$ cat config.mk
export PLATFORM = sky130hd
export DESIGN_NAME = axi_mem_arbiter
export DESIGN_NICKNAME = d
export VERILOG_FILES = /design/src/rtl/axi_mem_arbiter.sv
export SDC_FILE = /design/constraint.sdc
export NUM_CORES = 1
export LEC_CHECK = 0
export CAP_MARGIN = 20
export CORE_AREA = 2 2 445 447
export CTS_BUF_LIST = sky130_fd_sc_hd__clkbuf_16
export DETAILED_ROUTE_END_ITERATION = 10
export DIE_AREA = 0 0 447 449
export GPL_TIMING_DRIVEN = 0
export HOLD_SLACK_MARGIN = 0.15
export PLACE_DENSITY_LB_ADDON = 0.25
export SLEW_MARGIN = 20
export SYNTH_ARGS = -nofsm -noshare
export SYNTH_HDL_FRONTEND = slang
export SYNTH_SLANG_ARGS = --single-unit
export TNS_END_PERCENT = 5
$ cat constraint.sdc
create_clock -name CLK -period 2.3 [get_ports CLK]
set_input_delay 0.69 -clock CLK [delete_from_list [all_inputs] [get_ports CLK]]
set_output_delay 0.69 -clock CLK [all_outputs]
set_load 0.02 [all_outputs]
$ cat src/rtl/axi_mem_arbiter.sv
// Two AXI masters sharing one memory slave, with read and write paths arbitrated independently.
// Define ARB_RR_EN for round-robin contention; without it master 0 has fixed priority.
module axi_mem_arbiter #(
  parameter int DW = 128,
  parameter int AW = 32
) (
  input  logic            CLK,
  input  logic            RSTn,
  // master 0
  input  logic [AW-1:0]   S0_ARADDR,
  input  logic [7:0]      S0_ARLEN,
  input  logic [2:0]      S0_ARSIZE,
  input  logic [1:0]      S0_ARBURST,
  input  logic            S0_ARVALID,
  output logic            S0_ARREADY,
  output logic [DW-1:0]   S0_RDATA,
  output logic [1:0]      S0_RRESP,
  output logic            S0_RLAST,
  output logic            S0_RVALID,
  input  logic            S0_RREADY,
  input  logic [AW-1:0]   S0_AWADDR,
  input  logic [7:0]      S0_AWLEN,
  input  logic [2:0]      S0_AWSIZE,
  input  logic [1:0]      S0_AWBURST,
  input  logic            S0_AWVALID,
  output logic            S0_AWREADY,
  input  logic [DW-1:0]   S0_WDATA,
  input  logic [DW/8-1:0] S0_WSTRB,
  input  logic            S0_WLAST,
  input  logic            S0_WVALID,
  output logic            S0_WREADY,
  output logic [1:0]      S0_BRESP,
  output logic            S0_BVALID,
  input  logic            S0_BREADY,
  // master 1
  input  logic [AW-1:0]   S1_ARADDR,
  input  logic [7:0]      S1_ARLEN,
  input  logic [2:0]      S1_ARSIZE,
  input  logic [1:0]      S1_ARBURST,
  input  logic            S1_ARVALID,
  output logic            S1_ARREADY,
  output logic [DW-1:0]   S1_RDATA,
  output logic [1:0]      S1_RRESP,
  output logic            S1_RLAST,
  output logic            S1_RVALID,
  input  logic            S1_RREADY,
  input  logic [AW-1:0]   S1_AWADDR,
  input  logic [7:0]      S1_AWLEN,
  input  logic [2:0]      S1_AWSIZE,
  input  logic [1:0]      S1_AWBURST,
  input  logic            S1_AWVALID,
  output logic            S1_AWREADY,
  input  logic [DW-1:0]   S1_WDATA,
  input  logic [DW/8-1:0] S1_WSTRB,
  input  logic            S1_WLAST,
  input  logic            S1_WVALID,
  output logic            S1_WREADY,
  output logic [1:0]      S1_BRESP,
  output logic            S1_BVALID,
  input  logic            S1_BREADY,
  // memory slave
  output logic [AW-1:0]   MEM_ARADDR,
  output logic [7:0]      MEM_ARLEN,
  output logic [2:0]      MEM_ARSIZE,
  output logic [1:0]      MEM_ARBURST,
  output logic            MEM_ARVALID,
  input  logic            MEM_ARREADY,
  input  logic [DW-1:0]   MEM_RDATA,
  input  logic [1:0]      MEM_RRESP,
  input  logic            MEM_RLAST,
  input  logic            MEM_RVALID,
  output logic            MEM_RREADY,
  output logic [AW-1:0]   MEM_AWADDR,
  output logic [7:0]      MEM_AWLEN,
  output logic [2:0]      MEM_AWSIZE,
  output logic [1:0]      MEM_AWBURST,
  output logic            MEM_AWVALID,
  input  logic            MEM_AWREADY,
  output logic [DW-1:0]   MEM_WDATA,
  output logic [DW/8-1:0] MEM_WSTRB,
  output logic            MEM_WLAST,
  output logic            MEM_WVALID,
  input  logic            MEM_WREADY,
  input  logic [1:0]      MEM_BRESP,
  input  logic            MEM_BVALID,
  output logic            MEM_BREADY
);
  localparam logic [1:0] R_IDLE = 2'd0, R_ADDR = 2'd1, R_DATA = 2'd2;
  localparam logic [1:0] W_IDLE = 2'd0, W_ADDR = 2'd1, W_DATA = 2'd2, W_RESP = 2'd3;

  logic [1:0] rd_state_reg, rd_state_next;
  logic [1:0] wr_state_reg, wr_state_next;
  logic       rd_owner_reg, wr_owner_reg;
  logic       rd_pick, wr_pick, rd_any, wr_any, rd_done, wr_done;
  logic       rd_in_addr, rd_in_data, wr_in_addr, wr_in_data, wr_in_resp;

  assign rd_any     = S0_ARVALID | S1_ARVALID;
  assign wr_any     = S0_AWVALID | S1_AWVALID;
  assign rd_in_addr = (rd_state_reg == R_ADDR);
  assign rd_in_data = (rd_state_reg == R_DATA);
  assign wr_in_addr = (wr_state_reg == W_ADDR);
  assign wr_in_data = (wr_state_reg == W_DATA);
  assign wr_in_resp = (wr_state_reg == W_RESP);
  assign rd_done    = rd_in_data & MEM_RVALID & MEM_RREADY & MEM_RLAST;
  assign wr_done    = wr_in_resp & MEM_BVALID & MEM_BREADY;

`ifdef ARB_RR_EN
  // Last-served master loses the next tie; reset value 1 lets master 0 win first.
  logic rd_last_reg, wr_last_reg;
  assign rd_pick = (S0_ARVALID & S1_ARVALID) ? ~rd_last_reg : S1_ARVALID;
  assign wr_pick = (S0_AWVALID & S1_AWVALID) ? ~wr_last_reg : S1_AWVALID;

  always_ff @(posedge CLK or negedge RSTn) begin
    if (!RSTn) begin
      rd_last_reg <= 1'b1;
      wr_last_reg <= 1'b1;
    end else begin
      if (rd_done) rd_last_reg <= rd_owner_reg;
      if (wr_done) wr_last_reg <= wr_owner_reg;
    end
  end
`else
  assign rd_pick = ~S0_ARVALID;
  assign wr_pick = ~S0_AWVALID;
`endif

  always_comb begin
    rd_state_next = rd_state_reg;
    case (rd_state_reg)
      R_IDLE:  if (rd_any) rd_state_next = R_ADDR;
      R_ADDR:  if (MEM_ARVALID & MEM_ARREADY) rd_state_next = R_DATA;
      R_DATA:  if (rd_done) rd_state_next = R_IDLE;
      default: rd_state_next = R_IDLE;
    endcase
  end

  always_comb begin
    wr_state_next = wr_state_reg;
    case (wr_state_reg)
      W_IDLE:  if (wr_any) wr_state_next = W_ADDR;
      W_ADDR:  if (MEM_AWVALID & MEM_AWREADY) wr_state_next = W_DATA;
      W_DATA:  if (MEM_WVALID & MEM_WREADY & MEM_WLAST) wr_state_next = W_RESP;
      W_RESP:  if (wr_done) wr_state_next = W_IDLE;
      default: wr_state_next = W_IDLE;
    endcase
  end

  // Owner is captured only when leaving IDLE and held until the transaction completes.
  always_ff @(posedge CLK or negedge RSTn) begin
    if (!RSTn) begin
      rd_state_reg <= R_IDLE;
      wr_state_reg <= W_IDLE;
      rd_owner_reg <= 1'b0;
      wr_owner_reg <= 1'b0;
    end else begin
      rd_state_reg <= rd_state_next;
      wr_state_reg <= wr_state_next;
      if (rd_state_reg == R_IDLE && rd_any) rd_owner_reg <= rd_pick;
      if (wr_state_reg == W_IDLE && wr_any) wr_owner_reg <= wr_pick;
    end
  end

  assign MEM_ARADDR  = rd_owner_reg ? S1_ARADDR  : S0_ARADDR;
  assign MEM_ARLEN   = rd_owner_reg ? S1_ARLEN   : S0_ARLEN;
  assign MEM_ARSIZE  = rd_owner_reg ? S1_ARSIZE  : S0_ARSIZE;
  assign MEM_ARBURST = rd_owner_reg ? S1_ARBURST : S0_ARBURST;
  assign MEM_ARVALID = rd_in_addr & (rd_owner_reg ? S1_ARVALID : S0_ARVALID);
  assign S0_ARREADY  = rd_in_addr & ~rd_owner_reg & MEM_ARREADY;
  assign S1_ARREADY  = rd_in_addr &  rd_owner_reg & MEM_ARREADY;

  assign S0_RDATA    = MEM_RDATA;
  assign S0_RRESP    = MEM_RRESP;
  assign S0_RLAST    = MEM_RLAST;
  assign S1_RDATA    = MEM_RDATA;
  assign S1_RRESP    = MEM_RRESP;
  assign S1_RLAST    = MEM_RLAST;
  assign S0_RVALID   = rd_in_data & ~rd_owner_reg & MEM_RVALID;
  assign S1_RVALID   = rd_in_data &  rd_owner_reg & MEM_RVALID;
  assign MEM_RREADY  = rd_in_data & (rd_owner_reg ? S1_RREADY : S0_RREADY);

  assign MEM_AWADDR  = wr_owner_reg ? S1_AWADDR  : S0_AWADDR;
  assign MEM_AWLEN   = wr_owner_reg ? S1_AWLEN   : S0_AWLEN;
  assign MEM_AWSIZE  = wr_owner_reg ? S1_AWSIZE  : S0_AWSIZE;
  assign MEM_AWBURST = wr_owner_reg ? S1_AWBURST : S0_AWBURST;
  assign MEM_AWVALID = wr_in_addr & (wr_owner_reg ? S1_AWVALID : S0_AWVALID);
  assign S0_AWREADY  = wr_in_addr & ~wr_owner_reg & MEM_AWREADY;
  assign S1_AWREADY  = wr_in_addr &  wr_owner_reg & MEM_AWREADY;

  assign MEM_WDATA   = wr_owner_reg ? S1_WDATA : S0_WDATA;
  assign MEM_WSTRB   = wr_owner_reg ? S1_WSTRB : S0_WSTRB;
  assign MEM_WLAST   = wr_owner_reg ? S1_WLAST : S0_WLAST;
  assign MEM_WVALID  = wr_in_data & (wr_owner_reg ? S1_WVALID : S0_WVALID);
  assign S0_WREADY   = wr_in_data & ~wr_owner_reg & MEM_WREADY;
  assign S1_WREADY   = wr_in_data &  wr_owner_reg & MEM_WREADY;

  assign S0_BRESP    = MEM_BRESP;
  assign S1_BRESP    = MEM_BRESP;
  assign S0_BVALID   = wr_in_resp & ~wr_owner_reg & MEM_BVALID;
  assign S1_BVALID   = wr_in_resp &  wr_owner_reg & MEM_BVALID;
  assign MEM_BREADY  = wr_in_resp & (wr_owner_reg ? S1_BREADY : S0_BREADY);
endmodule

[After elaboration in Yosys (flattened, before gate mapping)]
Index checks and enable logic that the tools add are counted.
W data, S select, Z words.
Word-level totals
  logic and storage cells: 87
  flip-flop bits (word level): 6
  input bits: 620
Cells by class
  equal/unequal tests: 12
  muxes and demuxes: 25
  reductions and logical operators: 6
  bitwise gates (word level): 40
Operator list (number)
  $mux W128: 1
  $mux W32: 2
  $and A1 B1 Y1: 34
  $mux W2: 9
  $mux W16: 1
  $mux W8: 2
  $ne A2 B2 Y1 const B: 4
  $pmux W2 S4: 1
  $eq A2 B2 Y1 const B: 3
  $mux W1: 6
  $mux W3: 2
  $ne A2 B1 Y1 const B: 3
  $pmux W2 S3: 1
  $eq A2 B1 Y1 const B: 2
  $logic_not A2 Y1: 2
  $not A1 Y1: 4
  $reduce_and A4 Y1: 1
  $reduce_and A3 Y1: 1
  $logic_and A1 B1 Y1: 2
  $or A1 B1 Y1: 2

[Depth between registers and ports, before layout]
Gate-level depths: netlist of the first run.
  depth after elaboration: 6
  depth in mapped cells: 5
  mapped depth without buffers: 5

[Worst setup path after synthesis of the first run]
No wires, ideal clock.
  path type: reg-to-output
  start: register rd_owner_reg
  end: output MEM_ARVALID
  cell stages (with the launch flop): 5
  data arrival time: 1572 ps
  data required time: 1610 ps
  buffers on the path: 2
  slack: 38 ps
  cells stage by stage: dfrtp_1 > clkbuf_1 > clkbuf_1 > mux2i_1 > nor3b_1
Between the ends
  cells in the longest elaborated chain, start to end: 2
Ends and longest elaborated chain
  from (decl): line 93  | logic rd_owner_reg, wr_owner_reg;
  from (signal assigned): line 158  | if (rd_state_reg == R_IDLE && rd_any) rd_owner_reg <= rd_pick;
  $mux W1: line 167  | assign MEM_ARVALID = rd_in_addr & (rd_owner_reg ? S1_ARVALID : S0_ARVALID);
  $and A1 B1 Y1: line 167
  to (decl): line 66  | output logic MEM_ARVALID,
No other way between the ends.

[Worst setup path in the final report of the first run]
  start: register wr_owner_reg
  end: output MEM_WDATA[44]
Between the ends
  cells in the longest elaborated chain, start to end: 1
Ends and longest elaborated chain
  from (decl): line 93
  from (signal assigned): line 159  | if (wr_state_reg == W_IDLE && wr_any) wr_owner_reg <= wr_pick;
  $mux W128: line 189  | assign MEM_WDATA = wr_owner_reg ? S1_WDATA : S0_WDATA;
  to (decl): line 79  | output logic [DW-1:0] MEM_WDATA,
No other way between the ends.

==> results.txt, run 1 <==
- For the final routed database, the setup TNS stands at -21.62 ns.
- For the worst setup path, the data required time is 1.61 ns.
- The die covers between 0.2 and 0.25 mm².
- Once detail routing completed, the nets flagged for antenna violations numbered 0.
- In the finished design, the share of the clock period the worst path needs comes to 109%.
- TritonCTS Sinks: 6
- The later pin in the worst-skew pair is clocked with a latency of around 0.23 ns.
* Crit path largest cell delay: between 0.4 and 0.5 ns
- The most used flip-flop cell after synthesis is sky130_fd_sc_hd__dfrtp_1.
- Sorting the synthesized cells by area gives the leading types as sky130_fd_sc_hd__mux2_2, sky130_fd_sc_hd__buf_4, sky130_fd_sc_hd__dfrtp_1.
- Setup repair after global routing could not meet its margin everywhere.
- HPWL after DPL: between 100 and 150 mm
* Total length of routed wires: 140 mm
- The count of buffers added on input and output ports is 1003.
- Layout cells sized above 1: 49.8%
- Sequential fraction of the synthesis area: 2.85%
- A synthesized cell averages 8.97 µm².
* Final hold vios: 0
- Starting DRC count in detailed routing: 333
* Startpoint types: flop
* Detailed-route via count: 9294
* Fraction of post-synthesis cell area in the top cell type by area: 50.0%
- Power density normalized to cell area: 701 mW/mm²
- Cell chain of the critical path: buf_12 -> clkbuf_16 -> buf_12 -> mux2_2 -> buf_2
- Clock-pin transition on the worst setup and hold timing paths: about 0.030 ns
- P_leak: 7.34 nW
- Post-detailed-placement cell area: approximately 0.019 mm²
- The initial utilization of the core area, before any placement, comes to under 10%.
- TritonRoute pass-1 iters: 4
- Number of unique standard cell types used by synthesis: 23
- Global routing finished with a remaining overflow of 0.
- Across every metal layer, demand over resource in global routing totals a little over an eighth.
- Post-route cell area: 0.0191 mm²
- At the pin with the least slew margin, the transition time is between 0.5 and 0.6 ns.
- Async SR Flop Fraction: 100%
- Library cell with the largest summed area after synthesis: sky130_fd_sc_hd__mux2_2
* I/O pin count: 1136
* Power after layout: 13.4 mW
* Number of H-tree levels: 1
* Yosys warns: 0
* Most common cell type on the critical path: sky130_fd_sc_hd__buf_12
- Relative slew slack: 61.9%
* Area of the placeable core: just under 0.2 mm²
* Worst clock skew: 0.000164 ns
- Die X: 447 µm
- The cell area that synthesis handed to floorplanning was 0.00527 mm².
* Number of remaining DRC errors: 0
* Initial antenna violation count: 208
- The worst setup path is captured at an output port.
* Highest clock rate: 0.397 GHz
* Worst Setup Path Type: reg2out
- Number of nets in the layout: 2238
* Synthesized instance count: 588
* Maximum number of pins on one net before global-route repair: 11
- The checks that failed: negative setup slack.
- The worst hold path belongs to the class reg2reg.
- VDD IR-drop max: between 0.0002 and 0.0003 V
- The root buffer cell chosen for the clock tree is sky130_fd_sc_hd__clkbuf_16.
- TritonCTS built the clock tree.
- In the post-route analysis, the smallest setup slack over all paths is -0.217 ns.
- Cell family contributing the most delay on the critical path: buffers and inverters
- Setup-violating endpoint count in the final report: around 190
- Outcome: finished with violations
- Number of rows created at floorplan: 163
* Last weighted congestion value of the routability-driven placer: 0.982
* Via-to-Cell Ratio: 2.16
* Height of the die: 449 µm
- Along the worst path, the maximum fanout reaches 10.
* Top cell types by occurrence after synthesis: sky130_fd_sc_hd__buf_4, sky130_fd_sc_hd__mux2_2, sky130_fd_sc_hd__buf_2
- Number of storage elements in the synthesis netlist: 6
- Top-count cell post-synth: sky130_fd_sc_hd__buf_4
- The first global-routing pass estimated roughly 160 mm of wire.
- Via count of the first global-routing pass: around 8600
- Subtracting the final worst setup slack from the clock period gives around 2.5 ns.
* Slowest cell on crit path: sky130_fd_sc_hd__dfrtp_2
- In this run, synthesis inferred 0 flip-flops with an integrated enable.
- Final Max Tran Viols: 0
- Counting both buffers and inverters, the worst setup path holds a total of 4.
* Net count after synthesis: 1213
- Number of buffers added by the clock tree synthesis step: 3
- Post-detailed-route wirelength per cell: 32.5 µm
- At the worst endpoint, the arrival time is 1.83 ns.
* Max clock buf depth: 2
* Layout area overhead: 261%
* # Max-Cap Violations: 0
[cells by family (layout without fill, tap and decap cells)]
family | after synthesis | in the layout | synth area share, %
simple gates | 29 | 29 | 2.82
buf+inv | 298 | 1321 | 40.6
other cells | 0 | 55 | 0
compound gates | 8 | 8 | 1.04
fa+ha+maj | 5 | 5 | 1.19
flops | 6 | 6 | 2.85
mux | 242 | 242 | 51.5
[worst register-to-register path, stage by stage, from the launching register on]
cell	delay, ns
sky130_fd_sc_hd__dfrtp_2	0.43
sky130_fd_sc_hd__buf_12	0.15
sky130_fd_sc_hd__buf_16	0.15
sky130_fd_sc_hd__buf_6	0.12
sky130_fd_sc_hd__mux2_1	0.20
sky130_fd_sc_hd__nand4b_1	0.38
sky130_fd_sc_hd__a221o_1	0.48
sky130_fd_sc_hd__mux2_4	0.31
[power by group]
group          switching [mW]  total [mW]  internal (mW)  leakage (nW)
Combinational            6.78        12.8           6.00          7.23
Sequential              0.123       0.293          0.170        0.0695
Clock                  0.0575       0.281          0.223        0.0373
Total                    6.96        13.4           6.39          7.34
[placed cells by master (no fill, tap or decap), types with 2 or more instances in the layout]
cell,Yosys,routed
sky130_fd_sc_hd__clkdlybuf4s50_1,0,711
sky130_fd_sc_hd__buf_4,267,296
sky130_fd_sc_hd__mux2_2,234,195
sky130_fd_sc_hd__buf_2,14,111
sky130_fd_sc_hd__buf_6,0,71
sky130_fd_sc_hd__diode_2,0,55
sky130_fd_sc_hd__mux2_4,0,40
sky130_fd_sc_hd__dlygate4sd2_1,0,37
sky130_fd_sc_hd__clkbuf_2,0,31
sky130_fd_sc_hd__buf_12,0,17
sky130_fd_sc_hd__clkbuf_16,0,13
sky130_fd_sc_hd__dlymetal6s2s_1,0,13
sky130_fd_sc_hd__nor2_1,10,9
sky130_fd_sc_hd__buf_8,0,8
sky130_fd_sc_hd__inv_1,4,4
sky130_fd_sc_hd__mux2i_1,6,4
sky130_fd_sc_hd__nand2_1,4,4
sky130_fd_sc_hd__a21oi_1,4,4
sky130_fd_sc_hd__ha_1,5,4
sky130_fd_sc_hd__clkdlybuf4s15_2,0,4
sky130_fd_sc_hd__dfrtp_1,6,4
sky130_fd_sc_hd__nor2b_1,4,3
sky130_fd_sc_hd__buf_16,0,2
sky130_fd_sc_hd__clkbuf_8,0,2
sky130_fd_sc_hd__nand2b_1,2,2
sky130_fd_sc_hd__and3_4,0,2
sky130_fd_sc_hd__and3_1,4,2
sky130_fd_sc_hd__a221o_1,2,2
[worst paths after layout]
path	start	slack [ns]	cells after the start	to
min in group asynchronous	RSTn	0.75	1	rd_state_reg[1]
setup reg to reg	wr_owner_reg	-0.06	7	wr_state_reg[1]
hold reg to reg	rd_state_reg[1]	0.52	1	rd_state_reg[0]
hold / removal	rd_state_reg[1]	0.52	1	rd_state_reg[0]
max in group asynchronous	RSTn	1.25	1	rd_owner_reg
setup / recovery	wr_owner_reg	-0.22	5	MEM_WDATA[44]
[area by class of cell]
class,count,area (µm²)
Antenna cell,55,138
Inverter,4,15.0
Buffer,292,2520
Tap cell,2640,3300
Multi-Input combinational cell,284,3190
Sequential cell,6,155
Fill cell,22900,177000
Clock buffer,3,75.1
Timing Repair Buffer,1022,9660
[per-stage QoR]
step | utilization (%) | hold slack, ns | instances | setup WS (ns)
after floorplan | - | 0.394 | 588 | 0.0377
after global placement | 9.49 | 0.497 | 4231 | -2.17
after detailed placement | 9.49 | 0.497 | 4231 | -1.86
after CTS | 9.56 | 0.494 | 4243 | -0.364
after global routing | 9.66 | 0.543 | 4262 | -0.263
final | 9.71 | 0.519 | 4306 | -0.217
[what timing repair did]
item	CTS	global route
hold buffers	0	0
gates cloned	2	4
pin swaps	2	2
gates resized for setup	897	476
setup buffers	8	5
endpoints found under the setup margin	264	245
[per-layer routing]
| layer | global-route usage, % | part of all wire, % | up-vias |
|---|---|---|---|
| met1 | 13.7 | 34 | 4147 |
| met4 | 0.998 | 2.9 | 88 |
| met5 | 0 | 0.47 | - |
| li1 | - | - | 3870 |
| met2 | 24.9 | 51 | 859 |
| met3 | 5.96 | 12 | 330 |
(Power assumes the default switching activity.)
==> run 2, diff against run 1 <==
Settings changed: SKIP_CTS_REPAIR_TIMING from default to 1.
==> run 2 against run 1 <==
Against the previous run:
- the flow still finishes with violations (negative setup slack)
- total power down 1.9%
- non-clock buffer count fell by 1
- die area is the same
- largest power group unchanged
- highest routed layer unchanged
==> results.txt, run 2 (synthesis results as in run 1) <==
- Outcome: finished with violations
- The final reports fail on negative setup slack.
* Initial antenna violation count: 204 (-1.9%)
- The die footprint came to 0.201 mm² (unchanged).
* Sw Share: 52.7% (+0.55 points)
* Flop-to-flop setup slack: -0.19 ns (-0.13 ns)
- Number of H-tree levels: 1 (unchanged)
* Relative slew slack: 58.0% (-3.9 points)
* Layout area overhead: 263%
* Via count of the first global-routing pass: 8508 (-0.51%)
* Setup-violating endpoint count in the final report: 214 (+10%)
* VDD IR-drop max: 0.000269 V (-8.9%)
- The startpoint identified for the worst register-to-register timing path is wr_owner_reg.
- The global router's overall resource usage is 13.1% (-0.080 points).
* Power density normalized to cell area: 685 mW/mm² (-2.3%)
- The CTS sink count was 6 (unchanged).
- The final period utilization came to 112% (+2.4 points).
- Top library cells by usage in the layout, fill and taps aside: sky130_fd_sc_hd__clkdlybuf4s50_1, sky130_fd_sc_hd__buf_4, sky130_fd_sc_hd__mux2_2, sky130_fd_sc_hd__buf_2, sky130_fd_sc_hd__dlymetal6s2s_1
* CP Capture Type: output port
- Multi-input gate area: 0.00311 mm² (-2.6%)
* CP arrival: 1.88 ns (+0.05 ns)
- TritonRoute pass-1 iters: 4 (unchanged)
- Number of rows created at floorplan: 163 (unchanged)
- The clock input transition at the sequential cells of the worst setup and hold paths came to 0.03 ns (about the same).
- The number of instances in the placed design came to 4231 (unchanged).
- The combinational share of power came to 96.1% (+0.4 points).
- The highest cell delay on the worst timing path is 0.37 ns (-0.04 ns).
* Slowest cell on crit path: sky130_fd_sc_hd__mux2_2
- Number of buffers added by the clock tree synthesis step: 3 (unchanged)
* I/O pin count: 1136 (unchanged)
* RSZ-0062 raised after global routing: true
* Post-detailed-placement cell area: 0.0186 mm² (unchanged)
- GRT overflow: 0 (unchanged)
* Critical path data required time: 1.61 ns (about the same)
- Insertion delay of the later-clocked pin in the worst-skew pair: 0.23 ns (about the same)
* Switching power of the nets: 6.91 mW (-0.82%)
- STA classifies the critical path startpoint as a flop.
* Internal power summed over all cells: 6.20 mW (-3.0%)
- The number of port buffers came to 1003 (unchanged).
* Final cell count without fillers: 4280 (-0.60%)
- The startpoint identified for the worst hold timing path is rd_state_reg[1].
- Post-route cell area: 0.0191 mm² (+0.45%)
- Initial Util: 2.69% (unchanged)
- Layout cells sized above 1: 46.2% (-3.6 points)
- Maximum number of pins on one net before global-route repair: 11 (unchanged)
- Detailed-route via count: 9307 (+0.14%)
* Most frequent standard cell in the layout excluding fill and tap cells: sky130_fd_sc_hd__clkdlybuf4s50_1
- Worst clock skew: 0.000157 ns (-0.00000683 ns)
* Starting DRC count in detailed routing: 404 (+21%)
- By instance count, the cell type seen most on the critical path is sky130_fd_sc_hd__buf_12.
- Terminus of the critical flop-to-flop path: wr_state_reg[1]
- The depth of the worst hold-timing path is 1 (unchanged).
- The leakage power summed over all cells is 7.82 nW (+6.5%).
* Reg2reg path depth: 7 (unchanged)
- The clock tree buffer depth is 2 (unchanged).
- Total length of routed wires: 140 mm (about the same)
* Power after layout: 13.1 mW (-1.9%)
* Cell chain of the critical path: buf_4 -> buf_12 -> clkbuf_16 -> buf_12 -> mux2_2 -> dlymetal6s2s_1
- # Max-Cap Violations: 0 (unchanged)
- Worst-path fanout max: 10 (unchanged)
- The placeable core area is 0.196 mm² (unchanged).
- The final hold violation count is 0 (unchanged).
- Sequential group share of total power: 1.7% (-0.5 points)
- End point of the worst hold path: rd_state_reg[0]
* Count of filler cells inserted in the layout: 22900 (-0.14%)
- The slew at the pin closest to its max-slew limit came to 0.628 ns (+0.0581 ns).
- TritonCTS built the clock tree.
- PnR worst setup slack: -0.271 ns (-0.0543 ns)
- Post-layout min period: 2.57 ns (+0.0543 ns)
- Via-to-Cell Ratio: 2.17 (+0.75%)
- The number of nets with antenna violations after detailed routing was 0 (unchanged).
* Part of the power in the clock network: 2.1% (about the same)
- CTS root buffer: sky130_fd_sc_hd__clkbuf_16
- Global-route wire length before repair: 156 mm (-0.55%)
- The worst setup path is of the reg2out kind.
- The routability congestion estimate from global placement came to 0.982 (unchanged).
- Post-detailed-route wirelength per cell: 32.7 µm (+0.62%)
* Number of nets in the layout: 2237 (-0.045%)
- The final number of max-transition violations was 0 (unchanged).
* Highest clock rate: 0.389 GHz (-2.1%)
- The detailed-route DRC error count came to 0 (unchanged).
- The sequential standard cell area came to 153 µm² (-1.6%).
- HPWL after DPL: 133 mm (unchanged)
* Die X: 447 µm (unchanged)
- Kind of path behind the tightest hold check: reg2reg
- The die boundary height was 449 µm (unchanged).
run 2: worst max-delay path: cells and delay by family (launching register included):
kind	cells	cell delay, ns
buffers and inverters	5	0.87
muxes	1	0.37
DFF	1	0.34
run 2: power by group through the flow:
| stage | clock network, mW | registers (mW) | logic [mW] |
|---|---|---|---|
| after floorplan | 0 | 0.199 | 5.38 |
| after global placement | 0 | 0.214 | 12.2 |
| after detailed placement | 0 | 0.213 | 12.2 |
| after CTS | 0.285 | 0.213 | 12.2 |
| after global routing | 0.293 | 0.234 | 13.1 |
| final | 0.280 | 0.226 | 12.6 |
run 2: area by class of cell:
cell class	count	share of cell area, %
Buffer	293	12.9
Sequential cell	6	0.797
Multi-Input combinational cell	284	16.2
Inverter	4	0.0784
Clock buffer	3	0.392
Antenna cell	30	0.392
Tap cell	2640	17.3
Timing Repair Buffer	1020	52.0
run 2: how the worst max path moves through the flow:
stage | from | endpoint | slack, ns | cells past startpoint
finish | wr_owner_reg | MEM_WDATA[22] | -0.27 | 6
floorplan | rd_owner_reg | MEM_ARVALID | 0.04 | 4
CTS | wr_owner_reg | S1_AWREADY | -2.13 | 5
detailed placement | wr_owner_reg | S1_AWREADY | -1.86 | 5
global route | wr_owner_reg | wr_state_reg[1] | -0.34 | 7
global placement | wr_owner_reg | MEM_WDATA[7] | -2.17 | 5
run 2: layer usage:
| layer | wire (µm) | up-vias | GRT usage, % |
|---|---|---|---|
| met1 | 48100 | 4155 | 13.7 |
| li1 | - | 3835 | - |
| met5 | 842 | - | 0 |
| met2 | 70900 | 857 | 24.7 |
| met3 | 15500 | 364 | 5.87 |
| met4 | 4870 | 96 | 0.908 |
run 2: through the flow:
| step | setup TNS (ns) | worst slack (ns) | hold WS (ns) | utilization (%) |
|---|---|---|---|---|
| floorplan | 0 | 0.0377 | 0.394 | - |
| global placement | -338.98 | -2.17 | 0.497 | 9.49 |
| detailed placement | -274.19 | -1.86 | 0.497 | 9.49 |
| CTS | -333.65 | -2.13 | 0.494 | 9.53 |
| global route | -38.66 | -0.345 | 0.543 | 9.73 |
| finish | -27.68 | -0.271 | 0.519 | 9.76 |
==> run 3, diff against run 2 <==
Settings changed: ABC_AREA from default to 1, CORE_AREA 2 2 445 447 to 2 2 442 444, DIE_AREA 0 0 447 449 to 0 0 444 446.
==> run 3 against run 2 <==
Against the previous run:
- the flow still finishes with violations (negative setup slack)
- worst hold slack better by 0.019 ns
- synthesized cell count up 90%
- count of clock-buffer cells in the layout unchanged
- synthesized area up 4.6%
- cell count up 9.9%
- final area up 5.2%
- via count up 21%
- clock skew about the same
- register-to-register slack better by 1.0 ns
- die area down 1.3%
- sequential share of layout area about the same
==> results.txt, run 3 <==
* CTS root buffer: sky130_fd_sc_hd__clkbuf_16
- The fraction of the yosys area taken by sequential cells is 2.72% (-0.12 points).
- The final period utilization is 116% (+3.9 points).
* Height of the die: 446 µm (-0.67%)
- The highest cell delay on the worst timing path is 0.60 ns (+0.23 ns).
- Die area: 0.198 mm² (-1.3%)
- The min-delay analysis places its worst path in the category reg2reg.
- The maximum number of pins on one net before global-route repair was 11 (unchanged).
- CTS tree: done
* P_leak: 9.66 nW (+24%)
- Flop-to-flop setup slack: 0.82 ns (+1.01 ns)
- Critical path data required time: 1.61 ns (about the same)
- The critical path is of the in2out type.
* Top cell types by occurrence after synthesis: sky130_fd_sc_hd__nand2_1, sky130_fd_sc_hd__buf_4, sky130_fd_sc_hd__buf_2
* Synthesized instance count: 1115 (+90%)
- The worst setup path is captured at an output port.
* Library cell with the largest summed area after synthesis: sky130_fd_sc_hd__nand2_1
- The non-filler instance count after layout came to 4705 (+9.9%).
* Total length of routed wires: 133 mm (-5.3%)
* Slowest cell on crit path: sky130_fd_sc_hd__clkdlybuf4s50_1
- HPWL after DPL: 124 mm (-7.3%)
- The total power is 17.5 mW (+34%).
- GRT overflow: 0 (unchanged)
- The maximum fanout count along the critical path was 2 (-8).
- Post-detailed-route wirelength per cell: 28.2 µm (-14%)
- PnR worst setup slack: -0.361 ns (-0.0902 ns)
- EDFF count, synth: 0 (unchanged)
- Global-route total usage across every layer: 12.5% (-0.66 points)
- The number of search-and-repair iterations in the first detailed-routing pass was 5 (+1).
- The highest attainable clock frequency was 0.376 GHz (-3.4%).
- The floorplan row count is 162 (-0.61%).
- Violated checks: negative setup slack
* Last weighted congestion value of the routability-driven placer: 1.03 (+4.7%)
- Max clock buf depth: 2 (unchanged)
- Total Negative Setup Slacks: -10.48 ns (+17.20 ns)
- Worst Min Path Start: wr_state_reg[1]
- The placeable core area was 0.194 mm² (-1.3%).
- Global-route wire length before repair: 151 mm (-3.0%)
- Via count of the first global-routing pass: 10500 (+23%)
- For this run, the leading register cell type out of synthesis is sky130_fd_sc_hd__dfrtp_1.
- Setup-violating endpoint count in the final report: 171 (-20%)
* Number of nets in the layout: 2768 (+24%)
* Die X: 444 µm (-0.67%)
- End point of the worst hold path: wr_state_reg[1]
* Cell area after technology mapping: 0.00551 mm² (+4.6%)
- The worst register-to-register path begins at wr_owner_reg.
* Reg2reg path depth: 8 (+1)
- The run finished, with violations left.
- The max-slew headroom at the worst pin was 55.8% (-2.2 points).
* Worst clock skew: 0.000140 ns (-0.0000174 ns)
* Layout area overhead: 265%
- Measured slew at the worst slew-check pin: 0.661 ns (+0.0332 ns)
- The I/O pin count came to 1136 (unchanged).
- Number of unique standard cell types used by synthesis: 23 (unchanged)
- The largest vdd supply drop came to 0.000341 V (+27%).
* Clock-pin transition on the worst setup and hold timing paths: 0.04 ns (about the same)
- Startpoint types: primary input
- Critical path launch point: MEM_ARREADY
- TritonCTS Sinks: 6 (unchanged)
* Top library cells by usage in the layout, fill and taps aside: sky130_fd_sc_hd__clkdlybuf4s50_1, sky130_fd_sc_hd__nand2_1, sky130_fd_sc_hd__buf_4, sky130_fd_sc_hd__dlymetal6s2s_1, sky130_fd_sc_hd__nand2_2
* Routed Antenna Nets: 0 (unchanged)
* Cell depth of the worst min-delay path: 2 (+1)
* IO buf count: 1003 (unchanged)
- CP arrival: 1.97 ns (+0.09 ns)
- Util after Layout: 10.4% (+0.65 points)
* Insertion delay of the later-clocked pin in the worst-skew pair: 0.24 ns (about the same)
- The number of instances in the placed design is 4660 (+10%).
- Post-detailed-placement cell area: 0.0187 mm² (+0.63%)
- Post-route cell area: 0.0201 mm² (+5.2%)
- Leaving out fill and tap cells, the most frequent cell in the layout is sky130_fd_sc_hd__clkdlybuf4s50_1.
- The initial DRC count came to 686 (+70%).
- The signal on the critical path passes through clkdlybuf4s50_1 -> inv_1 -> nor3_1 -> clkbuf_2.
- RSZ-0062 raised after global routing: true
* Biggest area contributors in the synthesized netlist: sky130_fd_sc_hd__nand2_1, sky130_fd_sc_hd__buf_4, sky130_fd_sc_hd__buf_2
- Power density normalized to cell area: 870 mW/mm² (+27%)
* Detailed-route via count: 11200 (+21%)
- Number of remaining DRC errors: 0 (unchanged)
- Terminus of the critical flop-to-flop path: wr_state_reg[1]
- Yosys warns: 0 (unchanged)
- The clock period minus worst slack came to 2.66 ns (+0.0902 ns).
- # Max-Cap Violations: 0 (unchanged)
- The number of flip-flops and latches in the synthesized netlist is 6 (unchanged).
* Initial antenna violation count: 131 (-36%)
- Top-count cell post-synth: sky130_fd_sc_hd__nand2_1
- Number of H-tree levels: 1 (unchanged)
- The total CTS buffers came to 3 (unchanged).
- Layout cells sized above 1: 28.5% (-18 points)
- Post-synthesis area per instance: 4.94 µm² (-45%)
- The final number of max-transition violations was 0 (unchanged).
* Net count after synthesis: 1740 (+43%)
- Fraction of post-synthesis cell area in the top cell type by area: 49.4% (-0.54 points)
- Async SR Flop Fraction: 100% (unchanged)
- The starting utilization of the core area was 2.85% (+0.16 points).
- Via-to-Cell Ratio: 2.38 (+9.7%)
- The final hold violation count came to 0 (unchanged).
## run 3: changes by cell type in the layout (fill, tap and decap cells not counted), moves of 15 or more
| cell | change |
|---|---|
| sky130_fd_sc_hd__inv_1 | +15 |
| sky130_fd_sc_hd__clkdlybuf4s50_1 | +22 |
| sky130_fd_sc_hd__dlymetal6s2s_1 | +17 |
| sky130_fd_sc_hd__buf_4 | +17 |
| sky130_fd_sc_hd__nand2_1 | +611 |
| sky130_fd_sc_hd__mux2_2 | -225 |
| sky130_fd_sc_hd__clkbuf_2 | +19 |
| sky130_fd_sc_hd__nand2_2 | +96 |
| sky130_fd_sc_hd__buf_2 | -90 |
| sky130_fd_sc_hd__clkbuf_4 | +19 |
## run 3: worst max-delay path by stage
stage	end	slack, ns	cells after the start
2_1_floorplan	S0_WREADY	0.38	4
3_3_place_gp	MEM_AWLEN[2]	-1.51	6
3_5_place_dp	MEM_AWLEN[2]	-1.49	6
4_1_cts	MEM_AWLEN[2]	-1.77	6
5_1_grt	S1_ARREADY	-0.32	4
6_report	S0_ARREADY	-0.36	4
## run 3: per-stage QoR
step	setup slack (ns)	hold slack [ns]
6_report	-0.361	0.538
2_1_floorplan	0.377	0.394
5_1_grt	-0.324	0.575
3_5_place_dp	-1.49	0.540
4_1_cts	-1.77	0.547
3_3_place_gp	-1.51	0.540
## run 3: kinds of logic (layout without fill, tap and decap cells)
| group | count (synthesis) | after routing | share of synthesized area, % |
|---|---|---|---|
| other cells | 0 | 22 | 0 |
| buf+inv | 341 | 1367 | 43.2 |
| compound gates | 9 | 9 | 0.999 |
| flops | 6 | 6 | 2.72 |
| fa+ha+maj | 5 | 5 | 1.13 |
| simple gates | 754 | 754 | 52.0 |
## run 3: final cells by class
type,count,area [µm²]
fill,22600,173000
clock buffer,3,75.1
tap,2542,3180
antenna,22,55.1
multi-input combinational,768,3400
timing repair buffer,1024,10400
sequential,6,151
buffer,319,2800
inverter,21,105
## run 3: layer usage
metal	vias to the layer above	track usage (%)	routed length [µm]
li1	5133	-	-
met1	5130	16.4	56900
met2	741	20.5	61300
met3	159	4.00	12600
met4	56	0.878	1500
met5	-	0.562	368
## run 3: worst max-delay path, delay by kind of cell
kind / cells / cell delay [ns]
buffers and inverters: 3 / 0.94
and+or+nand+nor: 1 / 0.33
## run 3: report_power, final
group | internal, mW | total (mW) | switching (mW)
clock network | 0.226 | 0.309 | 0.0834
registers | 0.164 | 0.207 | 0.0431
logic | 6.66 | 17.0 | 10.4
total | 7.05 | 17.5 | 10.5
